===== config.mk =====
export PLATFORM = sky130hd
export DESIGN_NAME = dsnk_arb
export DESIGN_NICKNAME = d
export VERILOG_FILES = /design/src/rtl/dsnk_arb.sv
export SDC_FILE = /design/constraint.sdc
export NUM_CORES = 1
export LEC_CHECK = 0
export ABC_CLOCK_PERIOD_IN_PS = 1450
export CAP_MARGIN = 30
export CORE_MARGIN = 8
export CORE_UTILIZATION = 21
export CTS_CLUSTER_SIZE = 14
export DETAILED_ROUTE_END_ITERATION = 6
export GPL_ROUTABILITY_DRIVEN = 1
export GPL_TIMING_DRIVEN = 0
export PLACE_DENSITY = 0.82
export SYNTH_ARGS = -nofsm -noshare
export SYNTH_HDL_FRONTEND = slang
export SYNTH_SLANG_ARGS = --single-unit

===== constraint.sdc =====
create_clock -name AXIS_ACLK -period 1.45 [get_ports AXIS_ACLK]
set_input_delay 0.2175 -clock AXIS_ACLK [delete_from_list [all_inputs] [get_ports AXIS_ACLK]]
set_output_delay 0.2175 -clock AXIS_ACLK [all_outputs]
set_load 0.02 [all_outputs]

===== src/rtl/dsnk_arb.sv =====
// dsnk_arb: packet-granular round-robin AXI-Stream arbiter in front of one dsnk sink.
// N_PORTS sources share the dsnk engine; a grant is held from first beat through TLAST,
// with one idle cycle between packets.
// Optional build macro: DSNK_ARB_STATS_EN adds per-port completed-packet counters
// (pkt_cnt output, stat_clr input). Without it arbitration is identical.

// Per-port slice: request qualification, ready steering and optional packet counter.
module dsnk_arb_port (
`ifdef DSNK_ARB_STATS_EN
  input  logic        clk_i,
  input  logic        rst_i,
  input  logic        tlast_i,
  input  logic        stat_clr_i,
  output logic [31:0] cnt_o,
`endif
  input  logic        tvalid_i,
  input  logic        en_i,
  input  logic        sel_i,      // this port owns the grant and a packet is in progress
  input  logic        m_tready_i,
  output logic        req_o,
  output logic        tready_o
);

  // port_en only qualifies new requests; an owned packet ignores it
  assign req_o    = tvalid_i & en_i;
  assign tready_o = sel_i & m_tready_i;

`ifdef DSNK_ARB_STATS_EN
  logic [31:0] cnt_q;

  // count completed packets; clear wins over a coincident TLAST handshake
  always_ff @(posedge clk_i) begin
    if (rst_i)                                      cnt_q <= '0;
    else if (stat_clr_i)                            cnt_q <= '0;
    else if (sel_i & tvalid_i & m_tready_i & tlast_i) cnt_q <= cnt_q + 32'd1;
  end

  assign cnt_o = cnt_q;
`endif

endmodule

module dsnk_arb #(
  parameter int N_PORTS                  = 4,
  parameter int C_S_AXIS_TDATA_NUM_BYTES = 4
) (
  input  logic                                    AXIS_ACLK,
  input  logic                                    AXIS_ARESET,
  input  logic [N_PORTS-1:0]                      port_en,
  input  logic [N_PORTS-1:0]                      S_AXIS_TVALID,
  output logic [N_PORTS-1:0]                      S_AXIS_TREADY,
  input  logic [N_PORTS*C_S_AXIS_TDATA_NUM_BYTES*8-1:0] S_AXIS_TDATA,
  input  logic [N_PORTS*C_S_AXIS_TDATA_NUM_BYTES-1:0]   S_AXIS_TSTRB,
  input  logic [N_PORTS-1:0]                      S_AXIS_TLAST,
  output logic                                    M_AXIS_TVALID,
  input  logic                                    M_AXIS_TREADY,
  output logic [C_S_AXIS_TDATA_NUM_BYTES*8-1:0]   M_AXIS_TDATA,
  output logic [C_S_AXIS_TDATA_NUM_BYTES-1:0]     M_AXIS_TSTRB,
  output logic                                    M_AXIS_TLAST,
  output logic [$clog2(N_PORTS)-1:0]              grant_id,
`ifdef DSNK_ARB_STATS_EN
  output logic [N_PORTS*32-1:0]                   pkt_cnt,
  input  logic                                    stat_clr,
`endif
  output logic                                    busy
);

  localparam int B   = C_S_AXIS_TDATA_NUM_BYTES;
  localparam int DW  = B * 8;
  localparam int IDW = $clog2(N_PORTS);

  typedef enum logic {S_IDLE, S_BUSY} state_e;

  state_e             state_q;
  logic [IDW-1:0]     grant_q;
  logic [IDW-1:0]     rr_ptr_q;
  logic               busy_q;

  logic [N_PORTS-1:0] req;
  logic [IDW-1:0]     cand [N_PORTS];
  logic               win_vld;
  logic [IDW-1:0]     win_id;
  logic               last_hs;

  // per-port slices
  for (genvar i = 0; i < N_PORTS; i++) begin : g_port
    dsnk_arb_port u_port (
`ifdef DSNK_ARB_STATS_EN
      .clk_i      (AXIS_ACLK),
      .rst_i      (AXIS_ARESET),
      .tlast_i    (S_AXIS_TLAST[i]),
      .stat_clr_i (stat_clr),
      .cnt_o      (pkt_cnt[i*32 +: 32]),
`endif
      .tvalid_i   (S_AXIS_TVALID[i]),
      .en_i       (port_en[i]),
      .sel_i      (busy_q && (grant_q == IDW'(i))),
      .m_tready_i (M_AXIS_TREADY),
      .req_o      (req[i]),
      .tready_o   (S_AXIS_TREADY[i])
    );
  end

  // scan order rr_ptr+1, rr_ptr+2, ... wrapping mod N_PORTS; last entry is rr_ptr itself,
  // so a sole requester wins again. Candidates never reach indices >= N_PORTS.
  for (genvar k = 0; k < N_PORTS; k++) begin : g_cand
    assign cand[k] = IDW'((int'(rr_ptr_q) + k + 1) % N_PORTS);
  end

  // first requester in rotating order
  always_comb begin
    win_vld = 1'b0;
    win_id  = '0;
    for (int k = 0; k < N_PORTS; k++) begin
      if (!win_vld && req[cand[k]]) begin
        win_vld = 1'b1;
        win_id  = cand[k];
      end
    end
  end

  // combinational pass-through of the granted port; data muxes follow grant_id always
  assign M_AXIS_TVALID = busy_q & S_AXIS_TVALID[grant_q];
  assign M_AXIS_TDATA  = S_AXIS_TDATA[int'(grant_q)*DW +: DW];
  assign M_AXIS_TSTRB  = S_AXIS_TSTRB[int'(grant_q)*B +: B];
  assign M_AXIS_TLAST  = S_AXIS_TLAST[grant_q];
  assign last_hs       = M_AXIS_TVALID & M_AXIS_TREADY & M_AXIS_TLAST;

  // arbitration FSM: grant in IDLE, hold until the TLAST handshake, then one idle bubble
  always_ff @(posedge AXIS_ACLK) begin
    if (AXIS_ARESET) begin
      state_q  <= S_IDLE;
      grant_q  <= '0;
      rr_ptr_q <= IDW'(N_PORTS - 1);
      busy_q   <= 1'b0;
    end else begin
      case (state_q)
        S_IDLE: begin
          if (win_vld) begin
            grant_q  <= win_id;
            rr_ptr_q <= win_id;
            busy_q   <= 1'b1;
            state_q  <= S_BUSY;
          end
        end
        S_BUSY: begin
          if (last_hs) begin
            busy_q  <= 1'b0;
            state_q <= S_IDLE;
          end
        end
        default: begin
          busy_q  <= 1'b0;
          state_q <= S_IDLE;
        end
      endcase
    end
  end

  assign grant_id = grant_q;
  assign busy     = busy_q;

endmodule


==> report_table.html <==
<table>
<tr><th>Metric</th><th>Value</th></tr>
<tr><th colspan="2">Status</th></tr>
<tr><td>Run status</td><td>finished, violations left</td></tr>
<tr><td>Violations in the final reports</td><td>setup timing</td></tr>
<tr><th colspan="2">Global routing</th></tr>
<tr><td>First-pass GRT wire length</td><td>13100 um</td></tr>
<tr><td>Overflow after GRT</td><td>0</td></tr>
<tr><td>Largest net degree at the start of global routing</td><td>11</td></tr>
<tr><td>Number of global-route vias before repair</td><td>2135</td></tr>
<tr><td>Global router's overall resource usage</td><td>0.194</td></tr>
<tr><td>Antenna violations before repair</td><td>0</td></tr>
<tr><th colspan="2">Setup path</th></tr>
<tr><td>Required arrival time at the worst endpoint</td><td>1230 ps</td></tr>
<tr><td>Startpoint of the lowest-slack register-to-register path</td><td>grant_id[0]</td></tr>
<tr><td>Startpoint type of the worst setup path</td><td>flip-flop</td></tr>
<tr><td>Endpoint kind of the worst setup timing path</td><td>output port</td></tr>
<tr><td>Crit. Startpoint</td><td>grant_id[0]</td></tr>
<tr><td>Worst Path Class, Setup</td><td>flip-flop to output port</td></tr>
<tr><td>CP Data Arrival Time</td><td>about 1600 ps</td></tr>
<tr><td>Highest fanout seen on the critical path</td><td>10</td></tr>
<tr><th colspan="2">Synthesis</th></tr>
<tr><td>Most area-hungry cell type in the Yosys netlist</td><td>sky130_fd_sc_hd__mux4_2</td></tr>
<tr><td>Dominant cells by area after synthesis</td><td>sky130_fd_sc_hd__mux4_2 67%, sky130_fd_sc_hd__dfxtp_1 9.4%, sky130_fd_sc_hd__a21oi_1 2.3%</td></tr>
<tr><td>Most numerous cell in the Yosys netlist</td><td>sky130_fd_sc_hd__mux4_2</td></tr>
<tr><td>Seq/Total Area, Yosys</td><td>0.0936</td></tr>
<tr><td>Cell count after synthesis</td><td>100</td></tr>
<tr><td>Post-Synthesis Net Count</td><td>259</td></tr>
<tr><td>Number of warnings printed during yosys synthesis</td><td>0</td></tr>
<tr><td>Post-synth top area share</td><td>0.667</td></tr>
<tr><td>EDFF count, synth</td><td>0</td></tr>
<tr><td>Synthesized area divided by synthesized cell count</td><td>roughly 13 um2</td></tr>
<tr><td>Cell types with the highest counts after synthesis</td><td>38 x sky130_fd_sc_hd__mux4_2, 8 x sky130_fd_sc_hd__nand2_1, 6 x sky130_fd_sc_hd__a21oi_1, 6 x sky130_fd_sc_hd__dfxtp_1, 5 x sky130_fd_sc_hd__clkbuf_1</td></tr>
<tr><td>FF+latch count, synth</td><td>6</td></tr>
<tr><td>Combined area of all synthesized cells</td><td>0.00128 mm2</td></tr>
<tr><td>Share of flip-flops with an asynchronous set or reset after synthesis</td><td>0</td></tr>
<tr><td>Synth unique cells</td><td>24</td></tr>
<tr><td>Synth Flop Type</td><td>sky130_fd_sc_hd__dfxtp_1</td></tr>
<tr><th colspan="2">STA</th></tr>
<tr><td>Fraction of the cycle the final worst path needs</td><td>1.22</td></tr>
<tr><td>Final critical delay including setup and external delays</td><td>1770 ps</td></tr>
<tr><td>Setup slack after layout</td><td>-315 ps</td></tr>
<tr><td>Peak Freq</td><td>0.566 GHz</td></tr>
<tr><td>Pins Over Slew Limit</td><td>0</td></tr>
<tr><td>Final Hold Fails</td><td>0</td></tr>
<tr><td>Finish-stage setup viols</td><td>42</td></tr>
<tr><td>Transition time at the pin with the least slew margin</td><td>between 200 and 300 ps</td></tr>
<tr><td>Total negative slack</td><td>-11050 ps</td></tr>
<tr><td>Worst slew margin relative to its limit</td><td>0.800</td></tr>
<tr><td>Unrepaired setup endpoints after global routing</td><td>true</td></tr>
<tr><td>Worst Clk Skew</td><td>1.28 ps</td></tr>
<tr><th colspan="2">Power</th></tr>
<tr><td>Largest vdd supply drop</td><td>0.000578 V</td></tr>
<tr><td>Total power consumption of the routed design</td><td>1.95 mW</td></tr>
<tr><td>Standby leakage power</td><td>1.39 nW</td></tr>
<tr><td>Total power density per cell area</td><td>534 mW/mm2</td></tr>
<tr><td>Int Pwr</td><td>roughly 1.3 mW</td></tr>
<tr><td>Combinational power share</td><td>0.759</td></tr>
<tr><td>Share of total power in sequential cells</td><td>0.106</td></tr>
<tr><td>Clock network fraction of total power</td><td>0.135</td></tr>
<tr><td>Switching power total</td><td>646 uW</td></tr>
<tr><td>Proportion of total power due to net switching</td><td>0.331</td></tr>
<tr><th colspan="2">Layout</th></tr>
<tr><td>Fill cell count</td><td>472</td></tr>
<tr><td>Total inserted antenna cells</td><td>0</td></tr>
<tr><td>Post-layout net count</td><td>474</td></tr>
<tr><td>Ratio of cells with drive above 1 in the final layout</td><td>0.369</td></tr>
<tr><td>Synthesis-to-layout area growth</td><td>185%</td></tr>
<tr><th colspan="2">Clocking</th></tr>
<tr><td>CTS buffer count</td><td>3</td></tr>
<tr><td>Clk_lat worst skew</td><td>220 ps</td></tr>
<tr><td>TritonCTS clock tree</td><td>done</td></tr>
<tr><td>Deepest clock path buffer count</td><td>2</td></tr>
<tr><td>Buffer type at the clock tree root</td><td>sky130_fd_sc_hd__clkbuf_8</td></tr>
<tr><td>Clock slew at reported path FFs</td><td>40 ps</td></tr>
<tr><td>Max H-tree Level</td><td>1</td></tr>
<tr><td>Sink count of the clock tree</td><td>6</td></tr>
<tr><th colspan="2">Drt</th></tr>
<tr><td>First DRT Iteration DRCs</td><td>73</td></tr>
<tr><td>Total length of routed wires</td><td>approximately 9000 um</td></tr>
<tr><td>Number of design rule violations left after detail routing</td><td>0</td></tr>
<tr><td>Vias per Instance</td><td>4.86</td></tr>
<tr><td>Via total after detailed routing</td><td>1891</td></tr>
<tr><td>WL/cell</td><td>23.3 um</td></tr>
<tr><td>Post-detailed-route count of antenna-violating nets</td><td>0</td></tr>
<tr><td>Drt first pass iters</td><td>4</td></tr>
<tr><th colspan="2">Min path</th></tr>
<tr><td>Worst Hold Class</td><td>flip-flop to flip-flop</td></tr>
<tr><td>Hold path startpoint</td><td>busy</td></tr>
<tr><th colspan="2">Place</th></tr>
<tr><td>Number of port buffers</td><td>203</td></tr>
<tr><td>Half-perimeter wire length of the detailed placement result</td><td>7970 um</td></tr>
<tr><td>Final estimated routing congestion in global placement</td><td>around 0.82</td></tr>
<tr><th colspan="2">Floorplan</th></tr>
<tr><td>Chip Width</td><td>roughly 94 um</td></tr>
<tr><td>Vertical extent of the die</td><td>94.2 um</td></tr>
<tr><td>Number of top-level pins</td><td>between 200 and 250</td></tr>
<tr><td>Area of the placeable core</td><td>0.00592 mm2</td></tr>
<tr><td>Die ar.</td><td>0.00887 mm2</td></tr>
<tr><td>Effective utilization at floorplan</td><td>0.217</td></tr>
<tr><td>Std cell rows</td><td>28</td></tr>
<tr><th colspan="2">Flow run</th></tr>
<tr><td>Count of max-cap constraint violations</td><td>0</td></tr>
</table>
## final timing paths
| path | to | slack [ps] | cells after the start |
|---|---|---|---|
| worst max-delay path | M_AXIS_TSTRB[2] | -320 | 4 |
| worst min-delay path | busy | 540 | 2 |
| worst max register to register | busy | -80 | 5 |
| worst min register to register | busy | 540 | 2 |
## state kept, by name, summed over array words and instances (netlist names)
signal,count
grant_id,2
rr_ptr_q,2
busy,1
state_q,1
## power by group through the flow
stage,logic (mW),registers [mW],clock network [mW]
floorplan,0.604,0.210,0
global placement,1.39,0.204,0
detailed placement,1.40,0.205,0
CTS,1.43,0.204,0.270
global route,1.56,0.210,0.289
finish,1.48,0.206,0.264
## final cells by class
cell class                 count  area (um2)  area share
buffer                        12         170      0.0466
clock buffer                   4        45.0      0.0123
inverter                       3        13.8     0.00377
multi-input combinational     77        1100       0.301
sequential                     6         125      0.0342
tap                           75        93.8      0.0257
timing repair buffer         212        2110       0.576
## per-layer routing
layer,track usage,vias up,part of all wire
met5,0,-,0
met1,0.198,925,0.33
li1,-,866,-
met3,0.0592,6,0.091
met2,0.377,94,0.56
met4,0.0317,0,0.013
## metrics by stage
| step | std cells | cell area [um2] | util | setup slack [ps] | hold slack [ps] |
|---|---|---|---|---|---|
| after floorplan | 100 | 1340 | - | -8.55 | 277 |
| after global placement | 378 | 3470 | 0.586 | -720 | 501 |
| after detailed placement | 378 | 3470 | 0.586 | -719 | 508 |
| after CTS | 388 | 3570 | 0.603 | -321 | 522 |
| after global routing | 389 | 3650 | 0.617 | -374 | 584 |
| final | 389 | 3650 | 0.617 | -315 | 538 |
## cells by family (layout without fill, tap and decap cells)
logic type             Yosys count  in the layout  synth area share
AO/OA/AOI/OAI                   16             16            0.0848
buffers and inverters           17            231            0.0712
flip-flops                       6              6            0.0936
multiplexers                    38             38             0.667
AND/OR/NAND/NOR                 23             23            0.0838
## cell usage in the layout, fill, tap and decap left out, drive strengths merged, types with 2 or more instances in the layout
cell type / n
clkbuf: 7
dlygate4sd2: 2
nand3: 3
a31o: 2
o21ai: 2
nor3: 4
clkdlybuf4s50: 158
and3: 2
a21oi: 7
dfxtp: 6
nand2: 8
nor2: 4
buf: 61
inv: 3
mux4: 38
## repair_timing
action | 4_1_cts | 5_1_grt
endpoints found under the setup margin | 43 | 44
hold buffers | 0 | 0
pin swaps | 3 | 1
gates resized for setup | 234 | 26
cloned | 1 | 0
buffers inserted | 6 | 2
## worst max-delay path: stages (launching register included)
cell	delay, ps
sky130_fd_sc_hd__dfxtp_4	350
sky130_fd_sc_hd__buf_12	140
sky130_fd_sc_hd__buf_12	150
sky130_fd_sc_hd__mux4_2	510
sky130_fd_sc_hd__buf_2	180
Note: power is estimated with default switching activity, not from simulation.
